$ cat src/rtl/fifo_in_store.sv
// ============================================================================
//  Module   : fifo_in_store
//  Purpose  : Eight-entry FIFO storage stage. It registers the pointers and
//             count proposed by the address-calculation stage, owns the
//             memory array, and returns the status flags and handshake pulses.
//  Revision : 1.0 - initial release
// ============================================================================
`default_nettype none

module fifo_in_store #(
  parameter int DATA_WIDTH = 32
) (
  input  logic                  clk,
  input  logic                  reset,
  input  logic [2:0]            state,
  input  logic                  we,
  input  logic                  re,
  input  logic [2:0]            next_head,
  input  logic [2:0]            next_tail,
  input  logic [3:0]            next_data_count,
  input  logic [DATA_WIDTH-1:0] din,
  output logic [DATA_WIDTH-1:0] dout,
  output logic [2:0]            head,
  output logic [2:0]            tail,
  output logic [3:0]            data_count,
  output logic                  full,
  output logic                  empty,
  output logic                  wr_ack,
  output logic                  wr_err,
  output logic                  rd_ack,
  output logic                  rd_err
);

  localparam logic [2:0] c_ST_IDLE     = 3'd0;
  localparam logic [2:0] c_ST_WRITE    = 3'd1;
  localparam logic [2:0] c_ST_READ     = 3'd2;
  localparam logic [2:0] c_ST_WR_ERROR = 3'd3;
  localparam logic [2:0] c_ST_RD_ERROR = 3'd4;
  localparam logic [3:0] c_DEPTH       = 4'd8;
  localparam int         c_ENTRIES     = 8;

  logic [DATA_WIDTH-1:0] r_mem [c_ENTRIES];
  logic [DATA_WIDTH-1:0] r_dout;
  logic [2:0]            r_head;
  logic [2:0]            r_tail;
  logic [3:0]            r_data_count;
  logic                  r_wr_ack;
  logic                  r_wr_err;
  logic                  r_rd_ack;
  logic                  r_rd_err;

  logic w_full;
  logic w_empty;
  logic w_bad_cmd;
  logic w_guard;
  logic w_idle_like;
  logic w_wr_legal;
  logic w_rd_legal;
  logic w_load_ptrs;

  assign w_full  = (r_data_count == c_DEPTH);
  assign w_empty = (r_data_count == 4'd0);

  // Contradictory enables or an undefined state code freeze everything and
  // silence all handshakes, taking priority over the error-state reporting.
  assign w_bad_cmd = (we & re) | (state > c_ST_RD_ERROR);

  // Overflow/underflow attempts and out-of-range proposed counts keep the
  // registered pointers; the address stage must not be trusted there.
  assign w_guard = (we & w_full) | (re & w_empty) | (next_data_count > c_DEPTH);

  assign w_idle_like = (state == c_ST_IDLE) | (state == c_ST_WR_ERROR) |
                       (state == c_ST_RD_ERROR);

  assign w_wr_legal  = ~w_bad_cmd & ~w_guard & (state == c_ST_WRITE) & we;
  assign w_rd_legal  = ~w_bad_cmd & ~w_guard & (state == c_ST_READ)  & re;
  assign w_load_ptrs = w_wr_legal | w_rd_legal | (~w_bad_cmd & ~w_guard & w_idle_like);

  always_ff @(posedge clk or posedge reset) begin
    if (reset) begin
      for (int i = 0; i < c_ENTRIES; i++) begin
        r_mem[i] <= '0;
      end
      r_dout       <= '0;
      r_head       <= '0;
      r_tail       <= '0;
      r_data_count <= '0;
      r_wr_ack     <= 1'b0;
      r_wr_err     <= 1'b0;
      r_rd_ack     <= 1'b0;
      r_rd_err     <= 1'b0;
    end else begin
      if (w_wr_legal) begin
        r_mem[r_tail] <= din;
      end
      if (w_rd_legal) begin
        r_dout <= r_mem[r_head];
      end
      if (w_load_ptrs) begin
        r_head       <= next_head;
        r_tail       <= next_tail;
        r_data_count <= next_data_count;
      end
      r_wr_ack <= w_wr_legal;
      r_rd_ack <= w_rd_legal;
      r_wr_err <= ~w_bad_cmd & ((state == c_ST_WR_ERROR) | (we & w_full));
      r_rd_err <= ~w_bad_cmd & ((state == c_ST_RD_ERROR) | (re & w_empty));
    end
  end

  assign dout       = r_dout;
  assign head       = r_head;
  assign tail       = r_tail;
  assign data_count = r_data_count;
  assign full       = w_full;
  assign empty      = w_empty;
  assign wr_ack     = r_wr_ack;
  assign wr_err     = r_wr_err;
  assign rd_ack     = r_rd_ack;
  assign rd_err     = r_rd_err;

endmodule

`default_nettype wire

$ cat config.mk
export PLATFORM = sky130hd
export DESIGN_NAME = fifo_in_store
export DESIGN_NICKNAME = d
export VERILOG_FILES = /design/src/rtl/fifo_in_store.sv
export SDC_FILE = /design/constraint.sdc
export NUM_CORES = 1
export LEC_CHECK = 0
export BUFFER_PORTS_ARGS = -buffer_cell sky130_fd_sc_hd__buf_4
export CAP_MARGIN = 10
export CORE_AREA = 2 2 222 180
export DETAILED_ROUTE_END_ITERATION = 6
export DIE_AREA = 0 0 224 182
export PLACE_DENSITY = 0.61
export RECOVER_POWER = 100
export SYNTH_ARGS = -nofsm -noshare
export SYNTH_HDL_FRONTEND = slang
export SYNTH_SLANG_ARGS = --single-unit
$ cat constraint.sdc
create_clock -name clk -period 13.48 [get_ports clk]
set_clock_uncertainty 0.1 [all_clocks]
set_input_delay 3.37 -clock clk [delete_from_list [all_inputs] [get_ports clk]]
set_output_delay 3.37 -clock clk [all_outputs]
set_load 0.01 [all_outputs]
==> flow_metrics.env, run 1 <==
export IMPL_relSlewSlack_pct=-269
export IMPL_cts_resized=0
export IMPL_crit_fanout=123
export IMPL_die_w_um=224
export IMPL_fin_nets=958
export IMPL_layout_setup_ws_ns=6.15
export IMPL_antenna_found_initial=0
export IMPL_synth_edf_count=0
export IMPL_worstPathRequired_ns=12.72
export IMPL_first_pass_iters=4
export IMPL_crit_type="in -> async"
export IMPL_postCtsSetupBuffers=0
export IMPL_drive_above_1_share_pct=40.3
export IMPL_cts_tree="yes"
export IMPL_slowest_stage="clkinvlp_2"
export IMPL_cts_buffers=30
export IMPL_first_global_vias=7677
export IMPL_fillers=3630
export IMPL_post_drt_wl_per_cell_um=19.9
export IMPL_setup_tns_ns=0
export IMPL_synth_nets=871
export IMPL_viasPerCell=5.05
export IMPL_drv_cap=11
export IMPL_cp_end_kind="asynchronous set/reset pin"
export IMPL_maxSlewViolCount=483
export IMPL_ys_flop_type="dfrtp_1"
export IMPL_netlist_area_mm2=0.0134
export IMPL_dp_hpwl_um=16200
export IMPL_ys_ff_latch=302
export IMPL_setup_viol=0
export IMPL_ys_seq_area_share_pct=56.5
export IMPL_status="finished, violations left"
export IMPL_clk_pin_slew_ns=0.06
export IMPL_placed_area_mm2=0.0146
export IMPL_leakage_nw=7.22
export IMPL_hold_buffers=0
export IMPL_place_gp_congestion=0.703
export IMPL_syn_area_per_cell_um2=16.3
export IMPL_cts_path_max_buffers=3
export IMPL_start_util_pct=34.5
export IMPL_die_area_mm2=0.0408
export IMPL_crit_chain="clkbuf_4, clkinvlp_2"
export IMPL_max_stage_delay_ns=3.00
export IMPL_tightestPinTransition_ns=5.51
export IMPL_powerDensity_mw_per_mm2=156
export IMPL_antenna_cells=0
export IMPL_core_mm2=0.0388
export IMPL_ys_warn_count=0
export IMPL_clock_sinks=302
export IMPL_cts_root_buffer="clkbuf_16"
export IMPL_io_buffers=96
export IMPL_drtIter0Drc=389
export IMPL_ir_worst_vdd_mv=0.0936
export IMPL_overflow=0
export IMPL_critPathBufInv=2
export IMPL_drc=0
export IMPL_hold_path_class="reg -> reg"
export IMPL_grt_max_degree=181
export IMPL_die_h_um=182
export IMPL_pre_cts_ws_ns=7.55
export IMPL_ios=97
export IMPL_rsz0062_at_grt="false"
export IMPL_grtUsageTotal_pct=14.5
export IMPL_hold_violations=0
export IMPL_clock_fmax_mhz=136
export IMPL_design_area_mm2=0.0151
export IMPL_ant_nets=0
export IMPL_crit_family="buffers and inverters"
export IMPL_wl_um=28500
export IMPL_std_cell_rows=65
export IMPL_worstSetupStartpointType="primary input"
export IMPL_vias=7226
export IMPL_violations="max-capacitance violations, max-slew violations"
export IMPL_final_common_cell="dfrtp_1"
export IMPL_h_tree_depth=1
export IMPL_layout_common_cells="301 x dfrtp_1, 203 x mux2_2, 64 x mux4_2"
export IMPL_hold_ws_ns=0.375
export IMPL_syn2layout_area_growth_pct=13.0
export IMPL_clk_latency_ns=0.57
export IMPL_synth_async_sr_flop_share_pct=100
export IMPL_finalCritPeriodShare_pct=54.4
export IMPL_grt_pass1_wl_um=46400
export IMPL_cp_arrival_ns=6.56
export IMPL_period_needed_ns=7.33
export IMPL_synthCells=822
export IMPL_ys_types=32
final timing paths:
check | start | end | slack [ns] | cells past startpoint
worst max-delay path | reset | head[1]$_DFFE_PP0P_ | 6.15 | 2
worst min-delay path | dout[26]$_DFFE_PP0P_ | dout[26]$_DFFE_PP0P_ | 0.38 | 2
worst max register to register | data_count[1]$_DFFE_PP0P_ | r_mem[62]$_DFFE_PP0P_ | 9.06 | 5
worst min register to register | dout[26]$_DFFE_PP0P_ | dout[26]$_DFFE_PP0P_ | 0.38 | 2
max in group clk | next_data_count[1] | r_mem[170]$_DFFE_PP0P_ | 6.57 | 6
min in group asynchronous | reset | rd_err$_DFF_PP0_ | 4.37 | 2
registers in the layout, indices dropped and copies added, names as in the netlist:
name	cells
wr_ack	1
rd_ack	1
r_mem	256
dout	32
rd_err	1
head	3
data_count	4
tail	3
wr_err	1
area by class of cell:
| type | count | area [µm²] | share of cell area, % |
|---|---|---|---|
| Clock buffer | 43 | 880 | 5.81 |
| Clock inverter | 9 | 109 | 0.720 |
| Inverter | 4 | 16.3 | 0.108 |
| Multi-Input combinational cell | 463 | 5320 | 35.2 |
| Sequential cell | 302 | 7560 | 50.0 |
| Tap cell | 502 | 628 | 4.15 |
| Timing Repair Buffer | 108 | 617 | 4.08 |
kinds of logic (layout without fill, tap and decap cells):
family / count (synthesis) / count (layout) / synth area share [%]
simple gates: 59 / 59 / 2.17
mux: 363 / 363 / 37.3
buf+inv: 57 / 164 / 2.34
flops: 302 / 302 / 56.5
compound gates: 41 / 41 / 1.74
power breakdown:
group	switching, mW	total [mW]	internal (mW)
logic	0.179	0.400	0.221
registers	0.0904	1.11	1.02
clock network	0.353	0.842	0.488
worst reg2reg max path, stage by stage (launching register included):
cell and delay, ns:
dfrtp_1 0.39, or3_1 0.52, o21ai_0 0.79, or4_2 0.26, clkbuf_1 1.76, mux2_2 0.48
cell usage after synthesis (2+ instances only):
cell type,number,area [µm²]
dfrtp_1,302,7560
mux2_2,203,2290
mux4_2,64,1440
mux2_4,60,901
nand2_1,34,128
o21ai_0,34,170
mux2i_1,33,330
buf_2,25,125
clkbuf_1,15,56.3
buf_6,9,101
nor2_1,8,30.0
buf_1,4,15.0
inv_1,4,15.0
nand4_1,4,25.0
mux2_1,3,33.8
nor2b_1,2,12.5
nor4_2,2,25.0
or4_1,2,15.0
routing by layer:
metal	track usage [%]	routed length, µm	share of wire, %
met5	0	0	0
met1	21.6	14200	50
met2	22.2	12900	45
met4	2.56	401	1.4
met3	2.56	989	3.5
metrics by stage:
stage	cells	power, mW	utilization (%)
floorplan	822	1.43	-
finish	1431	2.36	39.0
CTS	1431	2.42	40.2
global placement	1379	1.56	37.6
detailed placement	1379	1.57	37.6
global route	1431	2.47	39.0
Power figures use the tool's default switching activity.
==> run 2, diff against run 1 <==
==> constraint.sdc (replaced) <==
create_clock -name clk -period 7 [get_ports clk]
set_clock_uncertainty 0.1 [all_clocks]
set_input_delay 1.75 -clock clk [delete_from_list [all_inputs] [get_ports clk]]
set_output_delay 1.75 -clock clk [all_outputs]
set_load 0.01 [all_outputs]
==> run 2 against run 1 <==
Compared with the run above: the flow still finishes with violations (max-capacitance violations, max-slew violations); first-iteration DRC count decreased by 25%; global-route usage grew 0.37 points; cell count rose by 0.56%; non-clock buffer count grew 3; setup slack worse by 4.2 ns; sequential share of layout area shrank 0.26 points; total power up 96%; clock power increased by 100%; largest cell class unchanged; register-to-register slack got worse by 6.1 ns; via count grew 0.89%; cell area grew 0.51%; routed wire length is 2.6% higher.
==> flow_metrics.env, run 2 (synthesis results as in run 1) <==
export IMPL_p_sw_mw=1.22
export IMPL_layout_common_cells="301 x dfrtp_1, 203 x mux2_2, 64 x mux4_2"
export IMPL_cts_path_max_buffers=3
export IMPL_fillers=3626
export IMPL_cts_tree="yes"
export IMPL_die_h_um=182
export IMPL_start_util_pct=34.5
export IMPL_first_pass_iters=4
export IMPL_p_int_mw=3.41
export IMPL_antenna_found_initial=1
export IMPL_grt_pass1_wl_um=47400
export IMPL_grtUsageTotal_pct=14.8
export IMPL_clk_latency_ns=0.57
export IMPL_h_tree_depth=1
export IMPL_comb_power_share_pct=17.0
export IMPL_clkPwrFrac_pct=36.9
export IMPL_clock_sinks=302
export IMPL_leakage_nw=7.27
export IMPL_seq_area_mm2=0.00756
export IMPL_viasPerCell=5.07
export IMPL_postCtsSetupBuffers=0
export IMPL_relSlewSlack_pct=-76.0
export IMPL_final_common_cell="dfrtp_1"
export IMPL_crit_type="in -> reg"
export IMPL_clk_pin_slew_ns=0.06
export IMPL_cp_arrival_ns=5.39
export IMPL_period_needed_ns=5.05
export IMPL_largest_reg_flops=256
export IMPL_crit_fanout=32
export IMPL_cp_end_kind="flop"
export IMPL_syn2layout_area_growth_pct=13.6
export IMPL_first_global_vias=7842
export IMPL_drc=0
export IMPL_std_cell_rows=65
export IMPL_maxSlewViolCount=296
export IMPL_dp_hpwl_um=16900
export IMPL_drtIter0Drc=290
export IMPL_cts_buffers=30
export IMPL_overflow=0
export IMPL_ir_worst_vdd_mv=0.191
export IMPL_fin_nets=961
export IMPL_crit_chain="clkbuf_4, o31ai_1, o21ai_0, nor4_4, clkbuf_1, mux2_2"
export IMPL_hold_buffers=0
export IMPL_hold_violations=0
export IMPL_ios=97
export IMPL_setup_tns_ns=0
export IMPL_clock_fmax_mhz=198
export IMPL_tightestPinTransition_ns=2.64
export IMPL_max_stage_delay_ns=1.90
export IMPL_hold_ws_ns=0.378
export IMPL_p_seq_share_pct=46.1
export IMPL_vias=7290
export IMPL_cts_root_buffer="clkbuf_16"
export IMPL_worstPathRequired_ns=7.34
export IMPL_dp_cells=1382
export IMPL_setup_viol=0
export IMPL_top_register="r_mem"
export IMPL_finalCritPeriodShare_pct=72.2
export IMPL_drive_above_1_share_pct=40.7
export IMPL_hold_path_class="reg -> reg"
export IMPL_crit_family="buffers and inverters"
export IMPL_cts_resized=0
export IMPL_multi_input_area_mm2=0.00530
export IMPL_status="finished, violations left"
export IMPL_rsz0062_at_grt="false"
export IMPL_io_buffers=96
export IMPL_p_sw_share_pct=26.4
export IMPL_grt_max_degree=130
export IMPL_powerDensity_mw_per_mm2=304
export IMPL_die_w_um=224
export IMPL_post_route_util_pct=39.2
export IMPL_slowest_stage="clkbuf_1"
export IMPL_drv_cap=9
export IMPL_place_gp_congestion=0.689
export IMPL_worstSetupStartpointType="primary input"
export IMPL_die_area_mm2=0.0408
export IMPL_post_drt_wl_per_cell_um=20.3
export IMPL_wl_um=29200
export IMPL_ant_nets=0
export IMPL_critPathBufInv=2
export IMPL_core_mm2=0.0388
export IMPL_violations="max-capacitance violations, max-slew violations"
export IMPL_layout_cells_non_filler=1439
run 2: area by class of cell:
class | count | share of cell area (%)
inverter | 4 | 0.107
multi-input combinational | 463 | 34.9
tap | 502 | 4.13
clock buffer | 41 | 5.68
clock inverter | 15 | 1.26
antenna | 1 | 0.0165
timing repair buffer | 111 | 4.23
sequential | 302 | 49.7
run 2: stage by stage:
step                      area [µm²]  total power [mW]  setup WS (ns)
after floorplan                13400              2.75           1.13
after global placement         14600              3.02           2.49
after detailed placement       14600              3.04           2.50
after CTS                      15700              4.77           3.08
after global routing           15200              4.86           1.68
final                          15200              4.63           1.95
run 2: path summary, 6_finish.rpt:
check,start,end,slack [ns],cells past startpoint
min reg2reg,dout[21]$_DFFE_PP0P_,dout[21]$_DFFE_PP0P_,0.38,2
max reg2reg,data_count[3]$_DFFE_PP0P_,r_mem[166]$_DFFE_PP0P_,2.97,5
min in group asynchronous,reset,r_mem[156]$_DFFE_PP0P_,1.18,2
max,next_data_count[1],r_mem[166]$_DFFE_PP0P_,1.95,6
max in group asynchronous,reset,head[1]$_DFFE_PP0P_,2.84,3
min,dout[21]$_DFFE_PP0P_,dout[21]$_DFFE_PP0P_,0.38,2
run 2: power groups by stage:
stage	combinational [mW]	sequential (mW)	clock, mW
global placement	0.851	2.17	0
CTS	0.865	2.14	1.76
floorplan	0.642	2.10	0
global route	0.857	2.17	1.83
detailed placement	0.864	2.17	0
finish	0.785	2.13	1.71
run 2: tightest hold or removal path: cells and delay by family (launching register included):
kind             cells  cell delay [ns]
AND/OR/NAND/NOR      1             0.04
flip-flops           1             0.34
AO/OA/AOI/OAI        1             0.06
run 2: layer usage:
layer  vias to the layer above  global-route usage [%]  wire (µm)
li1                       3228                       -          -
met1                      3901                    21.8      14300
met2                       116                    23.2      13500
met3                        45                    2.52        947
met4                         0                    2.83        508
met5                         -                       0          0
